===== config.mk =====
export PLATFORM = sky130hd
export DESIGN_NAME = demux1to4_stream
export DESIGN_NICKNAME = d
export VERILOG_FILES = /design/src/rtl/demux_pkg.sv /design/src/rtl/demux_slot.sv /design/src/rtl/demux1to4_stream.sv
export SDC_FILE = /design/constraint.sdc
export NUM_CORES = 1
export LEC_CHECK = 0
export BUFFER_PORTS_ARGS = -buffer_cell sky130_fd_sc_hd__buf_2
export CAP_MARGIN = 40
export CORE_UTILIZATION = 47
export CTS_CLUSTER_DIAMETER = 40
export DETAILED_ROUTE_END_ITERATION = 16
export PLACE_DENSITY = 0.76
export SYNTH_ARGS = -nofsm -noshare
export SYNTH_HDL_FRONTEND = slang
export SYNTH_SLANG_ARGS = --single-unit

===== constraint.sdc =====
create_clock -name clk -period 1.5 [get_ports clk]
set_input_delay 0.075 -clock clk [delete_from_list [all_inputs] [get_ports clk]]
set_output_delay 0.075 -clock clk [all_outputs]
set_load 0.02 [all_outputs]

===== src/rtl/demux_pkg.sv =====
// Shared constants and types for the 1-to-4 stream demultiplexer.
// Channel count, select width and the routing-mode encoding live here.
package demux_pkg;

    localparam int NUM_CH = 4;
    localparam int SEL_W  = 2;

    typedef enum logic {
        MODE_SEL = 1'b0,
        MODE_RR  = 1'b1
    } mode_e;

endpackage


===== src/rtl/demux_slot.sv =====
// One-entry holding register for a single output channel.
// A load and a drain can land on the same edge, so the channel sustains one beat per cycle.
module demux_slot #(
    parameter int W = 8
) (
    input  logic         clk,
    input  logic         rst_n,
    input  logic         load,
    input  logic [W-1:0] load_data,
    input  logic         drain_ready,
    output logic         valid,
    output logic [W-1:0] data
);

    logic         valid_reg;
    logic [W-1:0] data_reg;

    // A load wins over a drain, so a simultaneous drain and load keeps the slot full.
    always_ff @(posedge clk or negedge rst_n) begin
        if (!rst_n) begin
            valid_reg <= 1'b0;
            data_reg  <= '0;
        end else if (load) begin
            valid_reg <= 1'b1;
            data_reg  <= load_data;
        end else if (valid_reg && drain_ready) begin
            valid_reg <= 1'b0;
        end
    end

    assign valid = valid_reg;
    assign data  = data_reg;

endmodule


===== src/rtl/demux1to4_stream.sv =====
// Valid/ready 1-to-4 stream demultiplexer with explicit or round-robin routing.
// The top keeps only the destination decode, the upstream ready and the round-robin pointer.
module demux1to4_stream
    import demux_pkg::*;
#(
    parameter int W = 8
) (
    input  logic                clk,
    input  logic                rst_n,
    input  logic                mode,
    input  logic [SEL_W-1:0]    in_sel,
    input  logic                in_valid,
    input  logic [W-1:0]        in_data,
    output logic                in_ready,
    output logic [NUM_CH-1:0]   out_valid,
    output logic [NUM_CH*W-1:0] out_data,
    input  logic [NUM_CH-1:0]   out_ready,
    output logic [SEL_W-1:0]    rr_ptr
);

    logic [SEL_W-1:0]  dst;
    logic              accept;
    logic [NUM_CH-1:0] load;
    logic [SEL_W-1:0]  rr_ptr_reg;
    logic [SEL_W-1:0]  rr_ptr_next;

    always_comb begin
        dst = (mode == MODE_RR) ? rr_ptr_reg : in_sel;
    end

    // Ready depends only on the destination slot, never on in_valid.
    assign in_ready = ~out_valid[dst] | out_ready[dst];
    assign accept   = in_valid & in_ready;

    // The pointer waits on a full, non-draining slot rather than skipping ahead.
    always_comb begin
        rr_ptr_next = rr_ptr_reg;
        if (accept && (mode == MODE_RR)) begin
            rr_ptr_next = rr_ptr_reg + 1'b1;
        end
    end

    always_ff @(posedge clk or negedge rst_n) begin
        if (!rst_n) begin
            rr_ptr_reg <= '0;
        end else begin
            rr_ptr_reg <= rr_ptr_next;
        end
    end

    assign rr_ptr = rr_ptr_reg;

    generate
        for (genvar gi = 0; gi < NUM_CH; gi++) begin : g_slot
            assign load[gi] = accept && (dst == SEL_W'(gi));

            demux_slot #(
                .W (W)
            ) u_slot (
                .clk         (clk),
                .rst_n       (rst_n),
                .load        (load[gi]),
                .load_data   (in_data),
                .drain_ready (out_ready[gi]),
                .valid       (out_valid[gi]),
                .data        (out_data[gi*W +: W])
            );
        end
    endgenerate

endmodule


# After elaboration in Yosys (flattened, before gate mapping)
# Index checks and enable logic that the tools add are counted.
# Widths: inputs -> output; s select.
[op_classes]
n_reduce_logical = 14
addsub = 1
order_cmp = 1
mux = 13
mul = 0
n_shift = 0
n_eq_ne = 3
bitwise = 3
div_mod_pow = 0
[ops]
columns = ["cell", "n"]
rows = [
  ["$mux 1", 10],
  ["$logic_and 1x1->1", 9],
  ["$reduce_bool 2->1", 4],
  ["$bmux 1 s2", 2],
  ["$eq 2x2->1 const B", 2],
  ["$lt 2x3->1 const B", 1],
  ["$add 2x1->2 const B", 1],
  ["$eq 2x1->1 const B", 1],
  ["$logic_not 2->1", 1],
  ["$mux 2", 1],
  ["$and 1x1->1", 1],
  ["$not 1->1", 1],
  ["$or 1x1->1", 1],
]
[totals]
in_bits = 18
ram_bits = 0
out_inout_bits = 39
ff_bits = 38
elab_cells = 44
mem_bits_ro = 0
memories = 0
latch_bits = 0

# Longest topological paths before layout
# Gate-level depths: netlist of run 1.
[depth]
word_depth = 8
depth_mapped = 5
depth_no_buf = 4

# Cells and area by module
# Synthesis of run 1 repeated with hierarchy kept, for this count alone.
[unflattened]
hier_cells = 102
hier_area_um2 = 1692.9
[by_module_without_submodules]
columns = ["module", "seq_area_each_um2", "area_per_inst_um2", "instances", "cells_per_inst"]
rows = [
  ["demux_slot", 225.2, 369.1, 4, 20],
  ["demux1to4_stream", 50.0, 216.5, 1, 22],
]

# Worst setup path after synthesis of run 1
# OpenSTA, ideal clock, no wires.
[synth_timing]
path_kind = "register to output"
start = "register rr_ptr_reg[1], in the netlist rr_ptr[1]"
end = "output in_ready"
arrival_time_ns = 1.419
n_path_buf = 0
required_time_ns = 1.425
path_slack_ns = 0.006
path_stages_with_launch = 5
cell_sequence = "dfrtp_1 > mux2_4 > nand2b_1 > o21ai_0 > mux2i_1"
[synth_between]
elab_chain_len = 5
elab_cells_between_ends = 7
cone_classes = "5 x mux; 2 x bitwise"
[synth_rtl]
columns = ["item", "line_no", "rtl"]
rows = [
  ["start: declaration", "demux1to4_stream.sv:24", "logic [SEL_W-1:0] rr_ptr_reg;"],
  ["start signal: assignment", "demux1to4_stream.sv:47", "rr_ptr_reg <= rr_ptr_next;"],
  ["$mux 2 (*)", "demux1to4_stream.sv:28", "dst = (mode == MODE_RR) ? rr_ptr_reg : in_sel;"],
  ["$bmux 1 s2", "demux1to4_stream.sv:32", "assign in_ready = ~out_valid[dst] | out_ready[dst];"],
  ["$mux 1 (not written as such)", "demux1to4_stream.sv:32", ""],
  ["$not 1->1", "demux1to4_stream.sv:32", ""],
  ["$or 1x1->1 (*)", "demux1to4_stream.sv:32", ""],
  ["end: declaration", "demux1to4_stream.sv:14", "output logic in_ready,"],
]
# Every way passes the cells marked *; elsewhere a longest branch is shown, timed or not. The select of a mux whose other input is x is not followed.

# Worst setup path after layout of run 1
# Ends and elaborated chain as after synthesis.

==> flow_metrics.env, run 1 <==
export IMPL_arrival_ps=1530
export IMPL_powerDensity_nw_per_um2=2110
export IMPL_grt_pass1_vias=1102
export IMPL_path_clk_slew_ps=100
export IMPL_final_cell_count_no_fill=213
export IMPL_worstHoldEndpoint="g_slot[2].u_slot.data[4]"
export IMPL_status="complete, but fails checks"
export IMPL_cp_max_fo=6
export IMPL_grt_max_degree=39
export IMPL_p_leak_uw=0.00102
export IMPL_ir_worst_vdd_v=0.00109
export IMPL_syn_area_um2=1650
export IMPL_clock_sinks=38
export IMPL_finalWirelength_mm=3.39
export IMPL_fp_dieH_um=61.2
export IMPL_hp_class="in2reg"
export IMPL_numCtsBuffers=5
export IMPL_avgSynthCellArea_um2=15.7
export IMPL_die_w_um=61.2
export IMPL_ant_nets=0
export IMPL_placed_cells=202
export IMPL_ys_seq_elements=38
export IMPL_first_pass_iters=4
export IMPL_gp_routability_congestion=0.779
export IMPL_area_delta_synth_final_pct=25.9
export IMPL_grt_pass1_wl_mm=5.15
export IMPL_layout_drive_gt1_share_pct=65.9
export IMPL_grt_use_total_pct=20.0
export IMPL_initial_core_util_pct=49.3
export IMPL_r2r_end="g_slot[2].u_slot.data[3]"
export IMPL_final_common_cell="buf_2"
export IMPL_yosysSeqAreaShare_pct=57.8
export IMPL_dieArea_um2=3740
export IMPL_remaining_drc_errors=0
export IMPL_hold_viol_final=0
export IMPL_io_buffers=56
export IMPL_fin_skew_ps=6.15
export IMPL_hp_start="in_data[4]"
export IMPL_rsz0062_at_grt="yes"
export IMPL_antenna_found_initial=0
export IMPL_post_route_period_util_pct=107
export IMPL_required_ps=1420
export IMPL_tns_ps=-364
export IMPL_slew_headroom_pct=68.5
export IMPL_start_kind="flip-flop"
export IMPL_antennaDiodeCount=0
export IMPL_clk_latency_ps=330
export IMPL_synthesis_nets=123
export IMPL_dr_first_iter_drc_count=41
export IMPL_coreArea_um2=3340
export IMPL_worst_r2r_setup_slack_ps=-60
export IMPL_violations="setup timing"
export IMPL_synth_cells=105
export IMPL_place_worst_setup_slack_ps=13.3
export IMPL_clockRootBuffer="clkbuf_4"
export IMPL_ios=57
export IMPL_cts_htree_levels=2
export IMPL_cp_startpoint="rr_ptr[1]"
export IMPL_setup_viol=15
export IMPL_overflow=0
export IMPL_route_vias_total=1088
export IMPL_setup_slack_ps=-106
export IMPL_synth_cell_types=19
export IMPL_clockBufferDepth=2
export IMPL_ff2ff_path_depth=4
export IMPL_ys_warn_count=0
export IMPL_wl_per_cell_um=15.9
export IMPL_mostFrequentLayoutCells="buf_2 (55), dfrtp_1 (37), mux2_2 (27), mux2_4 (7)"
export IMPL_hold_depth=2
export IMPL_drv_slew=0
export IMPL_critPathCaptureType="output port"
export IMPL_worstSetupPathType="reg2out"
export IMPL_worst_slew_pin_slew_ps=473
export IMPL_cts_tree="done"
export IMPL_avgViaCountPerCell=5.11
export IMPL_drv_cap=0
export IMPL_max_freq_ghz=0.623
export IMPL_fin_nets=186
export IMPL_hpwl_mm=2.44
export IMPL_finalCriticalPeriod_ps=1610
export IMPL_largest_register_ff_count=32
export IMPL_num_rows=21
export IMPL_reg2reg_from="rr_ptr[1]"
-- layer usage --
metal	global-route usage [%]	routed length, um	vias to the layer above
met3	7.14	168	11
li1	-	-	497
met2	35.9	1790	36
met1	20.9	1340	544
met5	0	0	-
met4	9.42	97	0
-- per-stage QoR --
| step | hold slack (ps) | cell area (um^2) | total power [uW] | util (%) |
|---|---|---|---|---|
| detailed placement | 147 | 1940 | 3780 | 58.3 |
| floorplan | -221 | 1650 | 3100 | - |
| global placement | 134 | 1940 | 3690 | 58.3 |
| CTS | 9.71 | 2030 | 4340 | 60.9 |
| global route | 0.127 | 2070 | 4630 | 62.1 |
| finish | 16.3 | 2070 | 4360 | 62.1 |
-- repair_timing --
action	CTS	global route
buffers inserted	2	1
endpoints found under the hold margin	38	3
hold buffers	1	1
pin swaps	1	1
gates resized for setup	4	6
endpoints found under the setup margin	3	25
-- logic make-up (layout without fill, tap and decap cells) --
kind of cell | Yosys count | count (layout) | share of synthesized area [%]
compound gates | 4 | 4 | 1.67
simple gates | 19 | 19 | 9.81
buf+inv | 6 | 68 | 2.81
mux | 38 | 38 | 27.9
flops | 38 | 38 | 57.8
-- power breakdown --
group / leakage (uW) / total, uW / internal (uW) / switching [uW]
Clock: 0.0000302 / 505 / 211 / 293
Sequential: 0.000454 / 1770 / 1510 / 263
Combinational: 0.000533 / 2090 / 895 / 1190
Total: 0.00102 / 4360 / 2620 / 1750
-- worst max-delay path, stage by stage, from the launching register on --
cell and delay (ps):
dfrtp_2 410, mux2_4 320, mux2i_2 170, mux2i_1 140
buf_4 160
-- final cells by class --
class | instances | area, um^2
multi-input combinational | 61 | 678
tap | 46 | 57.6
clock buffer | 6 | 51.3
fill | 289 | 1260
timing repair buffer | 62 | 333
sequential | 38 | 952
-- cells in the mapped netlist --
cell type  instances  area (um^2)
nand3_1            1         5.00
buf_6              1         11.3
buf_2              1         5.00
dfrtp_1           38          951
nand2_1            5         18.8
o21ai_0            1         5.00
o22a_1             1         8.76
nor2_1             1         3.75
mux2i_4            2         45.0
mux2_4             3         45.0
buf_4              4         30.0
nand2b_1           6         37.5
mux2i_1            2         20.0
a21oi_1            1         5.00
nor2b_1            1         6.26
nand4_4            4         85.1
nor3_1             1         5.00
o2bb2ai_1          1         8.76
mux2_2            31          349
-- worst max-delay path by stage --
stage | slack, ps | end
after CTS | -140 | in_ready
after global placement | 70 | g_slot[2].u_slot.data[2]
final | -110 | in_ready
after floorplan | 6 | in_ready
after detailed placement | 10 | g_slot[2].u_slot.data[3]
after global routing | -180 | in_ready
(Power assumes the default switching activity.)
==> run 2, diff against run 1 <==
Settings changed: BUFFER_PORTS_ARGS -buffer_cell sky130_fd_sc_hd__buf_2 to default, CTS_BUF_LIST from default to sky130_fd_sc_hd__clkbuf_2, DONT_BUFFER_PORTS from default to 1, PLACE_DENSITY 0.76 to default.
==> run 2 against run 1 <==
  * The run still ends with setup timing left
  * Cell area rose by 1.9%
  * Highest routed layer unchanged
  * Worst setup slack worse by 28 ps
  * Non-clock buffer count down 28
  * Power is 4.4% lower
  * Register-to-register slack gained 20 ps
  * Via count decreased by 6.6%
  * Die area is the same
  * Sequential cell count unchanged
==> flow_metrics.env, run 2 (same netlist as run 1, synthesis figures left out) <==
export IMPL_first_pass_iters=4
export IMPL_cts_htree_levels=2
export IMPL_cts_tree="done"
export IMPL_utilization_pct=63.3
export IMPL_p_leak_uw=0.000929
export IMPL_crit_top_cell="mux2i_1"
export IMPL_worstSetupPathType="reg2out"
export IMPL_critPathMaxStageDelay_ps=420
export IMPL_largest_register_ff_count=32
export IMPL_place_worst_setup_slack_ps=36.3
export IMPL_remaining_drc_errors=0
export IMPL_cpMaxStageDelayCell="dfrtp_1"
export IMPL_required_ps=1420
export IMPL_clockPowerShare_pct=13.9
export IMPL_power_net_switching_uw=1730
export IMPL_num_rows=21
export IMPL_final_common_cell="dfrtp_1"
export IMPL_gp_routability_congestion=0.818
export IMPL_layout_drive_gt1_share_pct=49.7
export IMPL_clock_sinks=38
export IMPL_coreArea_um2=3340
export IMPL_seq_area_um2=952
export IMPL_worst_slew_pin_slew_ps=754
export IMPL_grt_use_total_pct=19.0
export IMPL_status="complete, but fails checks"
export IMPL_grt_max_degree=39
export IMPL_multi_input_area_um2=733
export IMPL_arrival_ps=1560
export IMPL_antenna_found_initial=0
export IMPL_cp_startpoint="rr_ptr[1]"
export IMPL_slew_headroom_pct=49.8
export IMPL_violations="setup timing"
export IMPL_hp_start="mode"
export IMPL_seqPwrFrac_pct=57.7
export IMPL_finalCriticalPeriod_ps=1630
export IMPL_numCtsBuffers=5
export IMPL_critPathCaptureType="output port"
export IMPL_clockRootBuffer="clkbuf_2"
export IMPL_dieArea_um2=3740
export IMPL_grt_pass1_vias=984
export IMPL_mostFrequentLayoutCells="dfrtp_1 (37), mux2_2 (31), buf_4 (17), dlygate4sd3_1 (15), nand4_4 (7)"
export IMPL_fp_dieH_um=61.2
export IMPL_setup_viol=9
export IMPL_switching_share_pct=41.5
export IMPL_reg2reg_from="rr_ptr[1]"
export IMPL_drv_cap=0
export IMPL_post_route_period_util_pct=109
export IMPL_combPwrFrac_pct=28.4
export IMPL_finalWirelength_mm=3.70
export IMPL_ant_nets=0
export IMPL_initial_core_util_pct=49.3
export IMPL_ios=57
export IMPL_antennaDiodeCount=0
export IMPL_dr_first_iter_drc_count=39
export IMPL_wl_per_cell_um=19.6
export IMPL_max_freq_ghz=0.612
export IMPL_hp_class="in2reg"
export IMPL_powerDensity_nw_per_um2=1980
export IMPL_die_w_um=61.2
export IMPL_setup_slack_ps=-134
export IMPL_area_delta_synth_final_pct=28.4
export IMPL_fin_skew_ps=8.10
export IMPL_grt_pass1_wl_mm=4.82
export IMPL_hpwl_mm=2.02
export IMPL_route_vias_total=1016
export IMPL_fillers=258
export IMPL_hold_viol_final=0
export IMPL_fin_nets=161
export IMPL_path_clk_slew_ps=180
export IMPL_rsz0062_at_grt="yes"
export IMPL_ir_worst_vdd_v=0.000886
export IMPL_intPower_uw=2440
export IMPL_clockBufferDepth=2
export IMPL_overflow=0
export IMPL_start_kind="flip-flop"
export IMPL_io_buffers=0
export IMPL_path_cells="mux2_4, mux2i_1, mux2i_1, buf_4"
export IMPL_clk_latency_ps=370
export IMPL_avgViaCountPerCell=5.38
export IMPL_drv_slew=0
export IMPL_cp_max_fo=4
-- run 2: cell types whose count changed in the layout (fill, tap and decap cells not counted), sizes merged --
cell          change
clkbuf            -1
clkinv            +1
dlymetal6s4s      +1
nand4             +3
buf              -42
bufinv            +1
dlygate4sd3      +13
-- run 2: cell type report --
class	count	share of cell area, %
clock buffer	5	1.18
sequential	38	45.1
timing repair buffer	34	14.7
tap	46	2.73
multi-input combinational	64	34.7
clock inverter	2	1.60
-- run 2: worst max-delay path: cells and delay by family, from the launching register on --
kind                   cells  cell delay [ps]
flip-flops                 1              420
multiplexers               3              610
buffers and inverters      1              160
-- run 2: final timing paths --
path	end	slack [ps]	cells past startpoint
hold reg to reg	g_slot[2].u_slot.valid	610	2
hold / removal	g_slot[0].u_slot.valid	30	3
setup / recovery	in_ready	-130	4
min in group asynchronous	g_slot[1].u_slot.data[6]	150	2
setup reg to reg	g_slot[2].u_slot.data[6]	-40	4
max in group asynchronous	rr_ptr[0]	1140	2
-- run 2: per-stage QoR --
| step | hold WS (ps) | total power (uW) | cells | instance area (um^2) | setup TNS, ps |
|---|---|---|---|---|---|
| after floorplan | -221 | 3100 | 105 | 1650 | 0 |
| after global placement | -220 | 3310 | 153 | 1720 | 0 |
| after detailed placement | -220 | 3360 | 153 | 1720 | 0 |
| after CTS | 13.5 | 4060 | 183 | 2000 | -180 |
| after global routing | 8.75 | 4400 | 189 | 2110 | -1120 |
| final | 31.9 | 4170 | 189 | 2110 | -397 |
-- run 2: power by group through the flow --
stage | logic, uW | clock network (uW) | registers (uW)
floorplan | 742 | 0 | 2360
CTS | 1050 | 607 | 2400
detailed placement | 919 | 0 | 2440
global route | 1280 | 651 | 2470
finish | 1190 | 580 | 2410
global placement | 887 | 0 | 2420
-- run 2: repair_timing --
item | CTS | global route
gates cloned | 0 | 3
endpoints found under the hold margin | 76 | 1
pin swaps | 1 | 2
buffers inserted | 7 | 2
setup endpoints to repair | 1 | 32
hold buffers | 16 | 1
resized for setup | 1 | 8
-- run 2: layer usage --
layer	GRT usage, %	wire length, um	share of wire [%]
met2	29.3	1860	50
met4	8.44	67	1.8
met1	24.0	1490	40
met3	7.14	282	7.6
met5	0	0	0
==> run 3, diff against run 2 <==
Settings changed: ABC_AREA from default to 1, CORE_UTILIZATION 47 to 43, SYNTH_HIERARCHICAL from default to 1.
==> run 3 against run 2 <==
  * Die area up 8.0%
  * Register-to-register slack got worse by 60 ps
  * The run still ends with setup timing left
  * Cell area rose by 1.2%
  * Synthesized cell count grew 88%
  * Combinational power hardly changed
  * Worst hold slack barely moved
  * Clock power decreased by 23%
  * Clock-buffer cell count unchanged
  * Critical path type is now reg2reg
  * Maximum frequency increased by 2.1%
  * Utilization down 1.6 points
  * Sequential cell count stayed put
  * Power is 2.6% lower
==> flow_metrics.env, run 3 <==
export IMPL_antennaDiodeCount=0
export IMPL_worst_r2r_setup_slack_ps=-100
export IMPL_use_met3_pct=5.98
export IMPL_required_ps=1790
export IMPL_cts_htree_levels=2
export IMPL_remaining_drc_errors=0
export IMPL_grt_max_degree=39
export IMPL_synth_top_cell_area_share_pct=58.4
export IMPL_antenna_found_initial=0
export IMPL_grt_use_met1_pct=25.7
export IMPL_powerDensity_nw_per_um2=1900
export IMPL_place_worst_setup_slack_ps=-83.3
export IMPL_use_met2_pct=34.3
export IMPL_die_w_um=63.6
export IMPL_hold_depth=5
export IMPL_wl_per_cell_um=14.5
export IMPL_status="complete, but fails checks"
export IMPL_reg2reg_from="rr_ptr[0]"
export IMPL_synth_edf_count=0
export IMPL_power_net_switching_uw=1960
export IMPL_synth_largest_area_cell="dfrtp_1"
export IMPL_clk_latency_ps=390
export IMPL_layout_drive_gt1_share_pct=26.0
export IMPL_max_freq_ghz=0.625
export IMPL_yosysMostFrequentCell="nand2_1"
export IMPL_start_kind="flip-flop"
export IMPL_hp_start="in_valid"
export IMPL_rsz0062_at_grt="yes"
export IMPL_worstSetupPathType="reg2reg"
export IMPL_initial_core_util_pct=47.0
export IMPL_intPower_uw=2100
export IMPL_multi_input_area_um2=691
export IMPL_hpwl_mm=2.77
export IMPL_synth_flop_cell="dfrtp_1"
export IMPL_critPathBufInv=3
export IMPL_ios=57
export IMPL_coreArea_um2=3470
export IMPL_grt_use_total_pct=21.7
export IMPL_crit_top_cell="nand2_1"
export IMPL_post_route_period_util_pct=107
export IMPL_area_delta_synth_final_pct=31.3
export IMPL_io_buffers=0
export IMPL_largest_register_ff_count=32
export IMPL_finalWirelength_mm=4.07
export IMPL_synth_cells=197
export IMPL_clock_sinks=38
export IMPL_cts_tree="done"
export IMPL_ys_warn_count=6
export IMPL_slew_headroom_pct=80.8
export IMPL_numCtsBuffers=5
export IMPL_hp_class="in2reg"
export IMPL_fillers=321
export IMPL_synthTopCellsByArea="dfrtp_1 (58%), nand2_1 (28%), buf_6 (2.8%)"
export IMPL_final_common_cell="nand2_1"
export IMPL_grt_pass1_vias=1433
export IMPL_cts_setup_buffers=0
export IMPL_clockRootBuffer="clkbuf_2"
export IMPL_worstHoldEndpoint="g_slot[0].u_slot/data[2]"
export IMPL_hold_viol_final=0
export IMPL_p_leak_uw=0.00116
export IMPL_synth_cell_types=13
export IMPL_fp_dieH_um=63.6
export IMPL_ir_worst_vdd_v=0.000977
export IMPL_gp_routability_congestion=0.814
export IMPL_ant_nets=0
export IMPL_first_pass_iters=4
export IMPL_critPathCaptureType="flip-flop"
export IMPL_async_reset_ff_share_pct=100
export IMPL_arrival_ps=1890
export IMPL_avgSynthCellArea_um2=8.27
export IMPL_ys_seq_elements=38
export IMPL_route_vias_total=1396
export IMPL_seqPwrFrac_pct=58.9
export IMPL_ff2ff_path_depth=13
export IMPL_combPwrFrac_pct=30.1
export IMPL_worst_slew_pin_slew_ps=287
export IMPL_fin_skew_ps=24.9
export IMPL_syn_area_um2=1630
export IMPL_clockPowerShare_pct=11.0
export IMPL_clockBufferDepth=2
export IMPL_overflow=0
export IMPL_cp_top_family="simple AND/OR/NAND/NOR gates"
export IMPL_avgViaCountPerCell=4.97
export IMPL_r2r_end="g_slot[2].u_slot/data[1]"
export IMPL_synthesis_nets=215
export IMPL_path_cells="nand2_4, nand3_1, nand2_1, nand2_1, nand2_1, clkinv_2, nand2_4, nand2_8, nor3_4, buf_6, inv_8, nand2_1, nand2_1"
export IMPL_seq_area_um2=953
export IMPL_cpMaxStageDelayCell="dfrtp_2"
export IMPL_setup_slack_ps=-101
export IMPL_path_clk_slew_ps=200
export IMPL_setup_viol=34
export IMPL_top_usage_layer="met2"
export IMPL_num_rows=21
export IMPL_cp_max_fo=9
export IMPL_fin_nets=252
export IMPL_mostFrequentLayoutCells="nand2_1 (109), dfrtp_1 (36), dlygate4sd3_1 (15), nand2_2 (12), buf_4 (11)"
export IMPL_drv_slew=0
export IMPL_violations="setup timing"
export IMPL_dr_first_iter_drc_count=58
export IMPL_finalCriticalPeriod_ps=1600
export IMPL_tns_ps=-2350
export IMPL_switching_share_pct=48.2
export IMPL_yosysSeqAreaShare_pct=58.4
export IMPL_critPathMaxStageDelay_ps=450
export IMPL_drv_cap=0
export IMPL_dieArea_um2=4040
export IMPL_synthTopCellsByCount="nand2_1 (123), dfrtp_1 (38), inv_1 (8)"
export IMPL_grt_pass1_wl_mm=6.59
-- run 3: cell types whose count changed in the layout (fill, tap and decap cells not counted), sizes merged, moves of 2 or more --
cell / before / now
clkinv: 1 / 3
nand2b: 6 / 0
nand4: 7 / 2
nor3: 1 / 4
nand3: 1 / 4
mux2i: 4 / 0
nand2: 5 / 129
mux2: 34 / 0
inv: 0 / 14
-- run 3: layout make-up --
cell class                      count  share of cell area [%]
Sequential cell                    38                    44.6
Tap cell                           46                    2.69
Timing Repair inverter              1                   0.410
Clock buffer                        5                    1.17
Multi-Input combinational cell    141                    32.3
Clock inverter                      3                   0.761
Timing Repair Buffer               33                    14.4
Inverter                           14                    3.69
-- run 3: worst reg2reg max path: stages, from the launching register on --
cell and delay, ps:
dfrtp_2 450, nand2_4 90, nand3_1 80, nand2_1 70, nand2_1 40, nand2_1 80, clkinv_2 70, nand2_4 90
nand2_8 70, nor3_4 160, buf_6 170, inv_8 50, nand2_1 50, nand2_1 50
-- run 3: logic make-up after synthesis --
family | share of synthesized area (%)
simple gates | 34.8
xor+xnor | 0.538
compound gates | 0.307
buf+inv | 5.99
flops | 58.4
-- run 3: per-stage QoR --
step | area [um^2] | cells | total power (uW) | hold slack [ps] | utilization (%)
3_5_place_dp | 1810 | 254 | 3380 | -220 | 52.1
3_3_place_gp | 1810 | 254 | 3340 | -220 | 52.1
6_report | 2140 | 281 | 4060 | 32.4 | 61.7
5_1_grt | 2140 | 281 | 4330 | 18.8 | 61.7
2_1_floorplan | 1680 | 197 | 3030 | -221 | -
4_1_cts | 2040 | 279 | 3920 | 46.0 | 58.8
-- run 3: worst max path at each step --
stage / from / to / slack [ps] / depth (start not counted)
6_report: rr_ptr[0] / g_slot[2].u_slot/data[1] / -100 / 13
5_1_grt: rr_ptr[0] / g_slot[2].u_slot/data[0] / -220 / 14
4_1_cts: rr_ptr[0] / in_ready / -80 / 9
3_5_place_dp: rr_ptr[0] / g_slot[1].u_slot/data[2] / -80 / 13
3_3_place_gp: rr_ptr[0] / g_slot[3].u_slot/data[7] / -40 / 13
2_1_floorplan: rr_ptr[0] / g_slot[2].u_slot/data[0] / -130 / 14
-- run 3: power groups by stage --
stage / Clock (uW) / Combinational (uW) / Sequential (uW)
finish: 448 / 1220 / 2400
global route: 504 / 1380 / 2450
CTS: 458 / 1100 / 2360
detailed placement: 0 / 992 / 2390
global placement: 0 / 957 / 2380
floorplan: 0 / 660 / 2360
-- run 3: repair_timing --
item / in CTS / in global routing
cloned: 1 / 2
hold buffers: 16 / 0
gates resized for setup: 4 / 25
hold endpoints to repair: 76 / 0
setup endpoints to repair: 34 / 39
pin swaps: 0 / 4
-- run 3: layer usage --
| layer | part of all wire (%) | vias up |
|---|---|---|
| li1 | - | 673 |
| met1 | 41 | 658 |
| met2 | 49 | 49 |
| met3 | 5.9 | 16 |
| met4 | 4.1 | 0 |
| met5 | 0 | - |
